### config.mk
export PLATFORM = sky130hd
export DESIGN_NAME = lfsr_encoder
export DESIGN_NICKNAME = d
export VERILOG_FILES = /design/src/rtl/lfsr_pkg.sv /design/src/rtl/lfsr6_step.sv /design/src/rtl/lfsr_encoder.sv
export SDC_FILE = /design/constraint.sdc
export NUM_CORES = 1
export LEC_CHECK = 0
export ABC_AREA = 1
export ABC_CLOCK_PERIOD_IN_PS = 2900
export CAP_MARGIN = 40
export CORE_MARGIN = 2
export CORE_UTILIZATION = 25
export DETAILED_ROUTE_END_ITERATION = 8
export GPL_ROUTABILITY_DRIVEN = 0
export GPL_TIMING_DRIVEN = 1
export HOLD_SLACK_MARGIN = 0.05
export PLACE_DENSITY_LB_ADDON = 0.12
export SYNTH_ARGS = -nofsm -noshare
export SYNTH_HDL_FRONTEND = slang
export SYNTH_HIERARCHICAL = 1
export SYNTH_SLANG_ARGS = --single-unit
### constraint.sdc
create_clock -name clk -period 2.9 [get_ports clk]
set_clock_uncertainty 0.05 [all_clocks]
set_input_delay 0.29 -clock clk [delete_from_list [all_inputs] [get_ports clk]]
set_output_delay 0.29 -clock clk [all_outputs]
set_load 0.01 [all_outputs]
### src/rtl/lfsr_pkg.sv
// rtl/lfsr_pkg.sv - shared constants, state type and tap table for the LFSR encoder/decrypter pair
//
// Contents:
//    ENC_BASE, MSG_LEN, PREL_MIN, PREL_MAX - default geometry of the encrypted message
//    PREAMBLE_CHAR                         - ASCII '_' used as preamble filler
//    TAP_TABLE                             - the six legal 6-bit tap patterns
//    enc_state_e                           - encoder state type
//    tap_lookup()                          - tap table index with out-of-range fallback to entry 0
package lfsr_pkg;

   localparam int unsigned ENC_BASE = 64;
   localparam int unsigned MSG_LEN  = 64;
   localparam int unsigned PREL_MIN = 7;
   localparam int unsigned PREL_MAX = 15;

   localparam logic [7:0] PREAMBLE_CHAR = 8'h5F;

   localparam logic [5:0] TAP_TABLE [0:5] = '{6'h21, 6'h2D, 6'h30, 6'h33, 6'h36, 6'h39};

   typedef enum logic [1:0] {
      ST_IDLE = 2'd0,
      ST_PRE  = 2'd1,
      ST_MSG  = 2'd2,
      ST_FIN  = 2'd3
   } enc_state_e;

   function automatic logic [5:0] tap_lookup(input logic [2:0] sel);
      case (sel)
         3'd1:    return TAP_TABLE[1];
         3'd2:    return TAP_TABLE[2];
         3'd3:    return TAP_TABLE[3];
         3'd4:    return TAP_TABLE[4];
         3'd5:    return TAP_TABLE[5];
         default: return TAP_TABLE[0];
      endcase
   endfunction

endpackage

### src/rtl/lfsr6_step.sv
// rtl/lfsr6_step.sv - one step of a 6-bit Fibonacci LFSR
//
// Ports:
//    state_i [5:0] - current LFSR state
//    taps_i  [5:0] - feedback tap mask
//    next_o  [5:0] - state after one shift; new bit enters at the LSB
module lfsr6_step (
   input  logic [5:0] state_i,
   input  logic [5:0] taps_i,
   output logic [5:0] next_o
);

   assign next_o = {state_i[4:0], ^(state_i & taps_i)};

endmodule

### src/rtl/lfsr_encoder.sv
// rtl/lfsr_encoder.sv - writes preamble plus LFSR-scrambled plaintext into data memory
//
// Ports:
//    clk       - system clock, rising edge
//    init_n    - asynchronous active-low reset
//    start     - single-cycle request, honoured only in IDLE or FIN
//    prel      - requested preamble length, saturated to [PREL_MIN, PREL_MAX]
//    tap_sel   - tap table index, values above 5 select entry 0
//    seed      - initial LFSR state, zero is replaced by 6'h01
//    mem_raddr - plaintext read address (data returns one cycle later)
//    mem_rdata - plaintext read data
//    mem_waddr - encrypted byte write address
//    mem_wdata - encrypted byte
//    mem_we    - write enable, one byte per cycle for 64 cycles
//    busy      - high while writing (PRE, MSG)
//    done      - high in FIN
//    cfg_err   - tap_sel or seed was substituted on the last start
module lfsr_encoder #(
   parameter int unsigned ENC_BASE = lfsr_pkg::ENC_BASE,
   parameter int unsigned MSG_LEN  = lfsr_pkg::MSG_LEN,
   parameter int unsigned PREL_MIN = lfsr_pkg::PREL_MIN,
   parameter int unsigned PREL_MAX = lfsr_pkg::PREL_MAX
) (
   input  logic       clk,
   input  logic       init_n,
   input  logic       start,
   input  logic [7:0] prel,
   input  logic [2:0] tap_sel,
   input  logic [5:0] seed,
   output logic [7:0] mem_raddr,
   input  logic [7:0] mem_rdata,
   output logic [7:0] mem_waddr,
   output logic [7:0] mem_wdata,
   output logic       mem_we,
   output logic       busy,
   output logic       done,
   output logic       cfg_err
);

   import lfsr_pkg::*;

   localparam logic [7:0] BASE8    = 8'(ENC_BASE);
   localparam logic [7:0] LAST_IDX = 8'(MSG_LEN - 1);
   localparam logic [7:0] PL_MIN8  = 8'(PREL_MIN);
   localparam logic [7:0] PL_MAX8  = 8'(PREL_MAX);

   enc_state_e state_q, state_d;
   logic [7:0] cnt_q, cnt_d;       // byte index 0..MSG_LEN-1 across preamble and message
   logic [7:0] pl_q, pl_d;
   logic [5:0] taps_q, taps_d;
   logic [5:0] lfsr_q, lfsr_d;
   logic       cfg_err_q, cfg_err_d;
   logic [5:0] lfsr_next;

   logic       seed_fix;
   logic       tap_fix;
   logic [7:0] prel_sat;

   lfsr6_step u_step (
      .state_i (lfsr_q),
      .taps_i  (taps_q),
      .next_o  (lfsr_next)
   );

   assign seed_fix = (seed == 6'h00);
   assign tap_fix  = (tap_sel > 3'd5);
   assign prel_sat = (prel < PL_MIN8) ? PL_MIN8 :
                     (prel > PL_MAX8) ? PL_MAX8 : prel;

   always_ff @(posedge clk or negedge init_n) begin
      if (!init_n) begin
         state_q   <= ST_IDLE;
         cnt_q     <= 8'h00;
         pl_q      <= 8'h00;
         taps_q    <= 6'h00;
         lfsr_q    <= 6'h00;
         cfg_err_q <= 1'b0;
      end else begin
         state_q   <= state_d;
         cnt_q     <= cnt_d;
         pl_q      <= pl_d;
         taps_q    <= taps_d;
         lfsr_q    <= lfsr_d;
         cfg_err_q <= cfg_err_d;
      end
   end

   // Outputs are decoded from the state register so that the asynchronous
   // reset forces every memory strobe low in the same cycle.
   always_comb begin
      state_d   = state_q;
      cnt_d     = cnt_q;
      pl_d      = pl_q;
      taps_d    = taps_q;
      lfsr_d    = lfsr_q;
      cfg_err_d = cfg_err_q;
      mem_we    = 1'b0;
      mem_waddr = 8'h00;
      mem_wdata = 8'h00;
      mem_raddr = 8'h00;

      case (state_q)
         ST_IDLE, ST_FIN: begin
            if (start) begin
               state_d   = ST_PRE;
               cnt_d     = 8'h00;
               pl_d      = prel_sat;
               taps_d    = tap_lookup(tap_sel);
               lfsr_d    = seed_fix ? 6'h01 : seed;
               cfg_err_d = seed_fix | tap_fix;
            end
         end

         ST_PRE: begin
            mem_we    = 1'b1;
            mem_waddr = BASE8 + cnt_q;
            mem_wdata = PREAMBLE_CHAR ^ {2'b00, lfsr_q};
            lfsr_d    = lfsr_next;
            cnt_d     = cnt_q + 8'd1;
            if (cnt_q == pl_q - 8'd1) begin
               // Launch the read of plaintext byte 0 so it lands on the first MSG cycle.
               mem_raddr = 8'h00;
               state_d   = ST_MSG;
            end
         end

         ST_MSG: begin
            mem_we    = 1'b1;
            mem_waddr = BASE8 + cnt_q;
            mem_wdata = mem_rdata ^ {2'b00, lfsr_q};
            // Prefetch plaintext byte j+1 where j = cnt - pl.
            mem_raddr = cnt_q - pl_q + 8'd1;
            lfsr_d    = lfsr_next;
            cnt_d     = cnt_q + 8'd1;
            if (cnt_q == LAST_IDX) begin
               state_d = ST_FIN;
            end
         end

         default: begin
            state_d = ST_IDLE;
         end
      endcase
   end

   assign busy    = (state_q == ST_PRE) || (state_q == ST_MSG);
   assign done    = (state_q == ST_FIN);
   assign cfg_err = cfg_err_q;

endmodule

; Yosys cells after proc, flatten, opt, wreduce, memory -nomap -nowiden
; Cells that the tools add are included.
; W data, S select, Z words.
[word_totals]
out_inout_bits = 28
wordCells = 55
input_bits = 28
ff_bits = 31
[op_classes]
n_eq_ne = 13
muxes = 16
reduce_logical = 8
n_lt_le_gt_ge = 3
n_bitwise = 4
n_addsub = 5
[ops]
columns = operator, count
row1 = $mux W8, 5
row2 = $pmux W8 S2, 2
row3 = $pmux W5 S5, 1
row4 = $add A8 B1 Y8 const B, 2
row5 = $mux W6, 2
row6 = $pmux W6 S2, 1
row7 = $add A7 B8 Y8 const A, 1
row8 = $eq A8 B6 Y1 const B, 1
row9 = $eq A8 B8 Y1, 1
row10 = $gt A8 B4 Y1 const B, 1
row11 = $lt A8 B3 Y1 const B, 1
row12 = $sub A8 B1 Y8 const B, 1
row13 = $sub A8 B8 Y8, 1
row14 = $xor A8 B6 Y8, 1
row15 = $and A6 B6 Y6, 1
row16 = $eq A3 B2 Y1 const B, 2
row17 = $eq A3 B3 Y1 const B, 2
row18 = $logic_not A6 Y1, 1
row19 = $mux W2, 3
row20 = $ne A2 B2 Y1 const B, 3
row21 = $not A5 Y6, 1
row22 = $pmux W2 S3, 1
row23 = $reduce_xor A6 Y1, 1
row24 = $eq A2 B2 Y1 const B, 2
row25 = 10 further kinds, 11

; Logic depth before layout (Yosys ltp)
[logic_depth]
depth_word = 4
mapped_depth = 14
depth_no_buf = 14

; Cells and area by module
; Netlist, hierarchy kept.
[modules_own_cells]
columns = module, area_per_inst_um2, seq_area_each_um2, cells_each, n_inst
row1 = lfsr_encoder, 2361.0, 775.7, 330, 1
row2 = lfsr6_step, 171.4, 0.0, 35, 1

; Worst setup path before layout
; No wires, ideal clock.
[synth_path]
path_kind = reg2out
from = register cnt_q[1]
to = output mem_raddr[7]
stages_incl_launch_ff = 13
path_slack_ns = 0.560
path_buffers = 0
arrival_time_ns = 2.000
cell_sequence = dfrtp_1 > inv_1 > ha_1 > inv_1 > ha_1 > fa_1 > nand3_1 > nand3_1 > nand2_1 > nand2_1 > a21oi_1 > xor2_1 > nor2_1
[synth_via]
elab_chain_cells = 3
[synth_lines]
columns = element, line_no
row1 = from (decl), lfsr_encoder.sv:48  ; logic [7:0] cnt_q, cnt_d;
row2 = from (signal assigned), lfsr_encoder.sv:80  ; cnt_q <= cnt_d;
row3 = $sub A8 B8 Y8, lfsr_encoder.sv:132  ; mem_raddr = cnt_q - pl_q + 8'd1;
row4 = $add A8 B1 Y8, lfsr_encoder.sv:132
row5 = $mux W8, -
row6 = to (decl), lfsr_encoder.sv:30  ; output logic [7:0] mem_raddr,
; Every way passes these cells.

; Final worst setup path
[layout_path]
from = register cnt_q[1]
to = output mem_raddr[2]
; Same word-level chain as after synthesis.

==> results by stage <==
Route:
- The post-route antenna net violation count is 0.
- In the routed design, unresolved DRC markers number 0.
- The total number of vias is 2,462.
- The wire length per cell is 12.5 µm.
- Dividing the detail-routed via count by the number of cells gives 4.37.
- The wire length after detailed routing is 7040 µm.
- The first detailed-routing pass took 7 iterations.
- The DRC violation total after the first TritonRoute iteration is 104.

Clocking:
- The maximum clock path buffer count is 2.
- The CTS H-tree depth is 2.
- The tree is rooted in a clkbuf_8.
- The clock insertion delay at the later pin of the skew report is 0.28 ns.
- The TritonCTS buffer count is 5.
- The clock-pin slew on the worst setup and hold paths is 0.07 ns.
- For this design, the sink count on the clock tree is 31.
- TritonCTS built the clock tree.
- The quantity of hold-fixing buffers added after cts is 0.

Critical path:
- The startpoint type of the worst setup path is a register.
- Among cell families on the critical path, the largest total delay comes from adder cells.
- The worst reg2reg path depth is 8.
- The signal on the critical path passes through inv_1 -> ha_1 -> inv_1 -> ha_1 -> fa_2 -> nand2_1 -> inv_1 -> clkdlybuf4s50_1.
- The delay of the slowest critical-path stage is 0.53 ns.
- STA classifies the critical path endpoint as an output pin.
- The cell count along the critical path is 8.
- Counting both buffers and inverters, the worst setup path holds a total of 4.
- The critical-path cell with the highest stage delay is fa_2.
- The most frequent cell on the critical path is inv_1.
- Along the worst path, the maximum fanout reaches 2.
- The flop-to-flop setup slack is 0.85 ns.
- The data arrival time at the worst-slack endpoint is 2.34 ns.
- The category of the most critical setup path is register to output pin.
- Data on the critical path is required at its endpoint by 2.56 ns.

Synthesis:
- The number of instances in the synthesized netlist is 365.
- The number of nets in the synthesized netlist is 415.
- Summing the sequential cell areas from Yosys gives 30.6% of the chip area.
- The yosys synthesis warning count is 6.
- The count of state elements after synthesis is 31.
- Averaged over all synthesized cells, the footprint is 6.94 µm².
- Counting distinct cell types in the post-synthesis netlist gives 36.
- The cell area that synthesis handed to floorplanning was 0.00253 mm².

Die:
- The initial utilization of the core area, before any placement, comes to 25.8%.
- The core area is 0.00982 mm².
- The floorplan die width is 105 µm.
- In this run the count of I/O pins placed on the die edge is 56.
- The die is 105 µm tall.
- Row generation in the floorplan step produced 36 rows.
- The floorplan step defined a die boundary enclosing 0.0110 mm².

STA:
- The final count of pins violating max slew came to 0.
- The minimum clock period after layout is 2.68 ns.
- The actual slew at the worst max-slew pin is 0.541 ns.
- The count of endpoints failing setup in the final report is 0.
- The setup slack after layout is 0.221 ns.
- The final hold violation count is 0.
- Setup repair after global routing left no endpoint under its margin.
- The portion of the clock cycle consumed by the worst path in the final layout is 92.4%.
- For this run, the top clock speed supported by timing is 0.373 GHz.
- The headroom to the max-slew limit is 63.9%.
- The total negative slack is 0 ns.

Cells and area:
- In the layout the commonest cells are nand2_1 (98), clkdlybuf4s50_1 (52), inv_1 (46).
- 0 antenna diodes ended up in the layout.
- Fill cells in the final layout number 1,087.
- The library cell used most frequently in the layout, excluding fill and tap cells, is nand2_1.
- Relative to the synthesized area, the layout overhead comes to 33.8%.
- The core utilization of the finished layout is 34.5%.
- In the final layout, the multi-input gates occupy 0.00148 mm².
- Registers take 776 µm².
- The count of nets after finishing is 480.
- Cells with a size suffix above 1 make up 14.2% of the layout.
- The finished layout holds 563 standard cells, fillers aside.

GRT:
- The total overflow left after global routing is 0.
- The number of antenna violations at the first check in global routing came to 0.
- The overall global routing resource usage is 13.4%.
- The wire length of the first global-routing pass is 11,700 µm.
- Entering global routing, the biggest net connects 32 pins.
- The via count of the first global-routing pass is 2,407.

Run:
- Across the run, the number of max-cap violations was 0.

Pwr:
- Power spread over the standard cell area amounts to 882 mW/mm².
- The static leakage is 1.66 nW.
- The worst vdd rail ir drop is 0.408 mV.
- The final total power is 2.99 mW.

Place:
- Detailed placement finished with a half-perimeter wire length of 5480 µm.
- Timing analysis after detailed placement gives a worst setup slack of 0.0804 ns.
- In this run the tool buffered the top-level ports with 55 buffer cells.
- The number of placed instances with taps included is 555.

Hold path:
- The type of the worst min-delay path is input pin to async pin.

Run status:
- The flow ran to the end, and the final reports show no timing, DRC or antenna violations.
## Yosys cell counts, drive strengths merged
master  instances  area share [%]
a211oi          1            0.30
a21oi          21             4.4
a22oi           1            0.30
buf            11             3.0
clkbuf          2            0.30
dfrtp          31              31
fa              1            0.79
ha             21              10
inv            57             8.4
nand2         107              17
nand3          20             4.8
nand3b          2            0.59
nand4           1            0.25
nor2           38             6.3
nor3           10             2.4
nor4            2            0.49
o211ai          3            0.89
o21a            1            0.30
o21ai          22             4.3
o221ai          2            0.69
o22a            1            0.35
or2             2            0.49
xnor2           3             1.0
xor2            5             1.7
## flip-flops by register name, indices dropped and copies added (netlist names)
| register | count |
|---|---|
| state_q | 2 |
| pl_q | 8 |
| cfg_err | 1 |
| lfsr_q | 6 |
| taps_q | 6 |
| cnt_q | 8 |
## worst paths after layout
check	startpoint	end
max in group asynchronous	init_n	cnt_q[0]
worst max-delay path	cnt_q[1]	mem_raddr[2]
min in group clk	taps_q[5]	taps_q[5]
worst max register to register	state_q[0]	taps_q[1]
worst min register to register	taps_q[5]	taps_q[5]
worst min-delay path	init_n	taps_q[3]
## per-stage QoR
| stage | hold WS (ns) | area (µm²) |
|---|---|---|
| global placement | 0.407 | 3280 |
| CTS | 0.388 | 3370 |
| global route | 0.406 | 3390 |
| finish | 0.371 | 3390 |
| detailed placement | 0.414 | 3280 |
| floorplan | -0.0556 | 2530 |
## per-layer routing
metal  up-vias  share of wire, %  routed length (µm)  track usage (%)
met5         -                 0                   0                0
li1       1281                 -                   -                -
met2        48                47                3280             22.5
met4         0              0.87                  61             3.43
met1      1127                49                3440             17.5
met3         6               3.7                 258             2.87
## kinds of logic after synthesis
| kind of cell | count (synthesis) | share of synthesized area [%] |
|---|---|---|
| xor gates and xnor gates | 8 | 2.77 |
| DFF | 31 | 30.6 |
| buffers and inverters | 70 | 11.7 |
| adders and majority gates | 22 | 11.2 |
| AOI/OAI and AO/OA | 52 | 11.6 |
| and+or+nand+nor | 182 | 32.1 |
## worst register-to-register path, stage by stage, from the launching register on
cell	delay, ns
dfrtp_1	0.43
inv_1	0.07
ha_1	0.29
buf_4	0.23
nand2_2	0.07
inv_1	0.41
nand2_1	0.15
o221ai_1	0.19
inv_1	0.05
## where the power goes
part / switching [mW] / internal (mW) / total [mW] / leakage (nW)
sequential: 0.129 / 0.571 / 0.700 / 0.381
combinational: 1.09 / 0.852 / 1.94 / 1.23
clock: 0.167 / 0.186 / 0.353 / 0.0470
total: 1.38 / 1.61 / 2.99 / 1.66
## final cells by class
cell class                 instances  area share (%)
clock buffer                       6            2.44
clock inverter                     1           0.148
inverter                          57            6.31
multi-input combinational        264            43.6
sequential                        31            22.9
tap                              133            4.91
timing repair buffer              71            19.7
## what timing repair did
action / 4_1_cts / 5_1_grt
pin swaps: 0 / 0
gates resized for setup: 3 / 5
buffers inserted: 1 / 0
setup endpoints to repair: 2 / 3
cloned: 0 / 0
No activity file was read; power rests on OpenSTA's default activity.
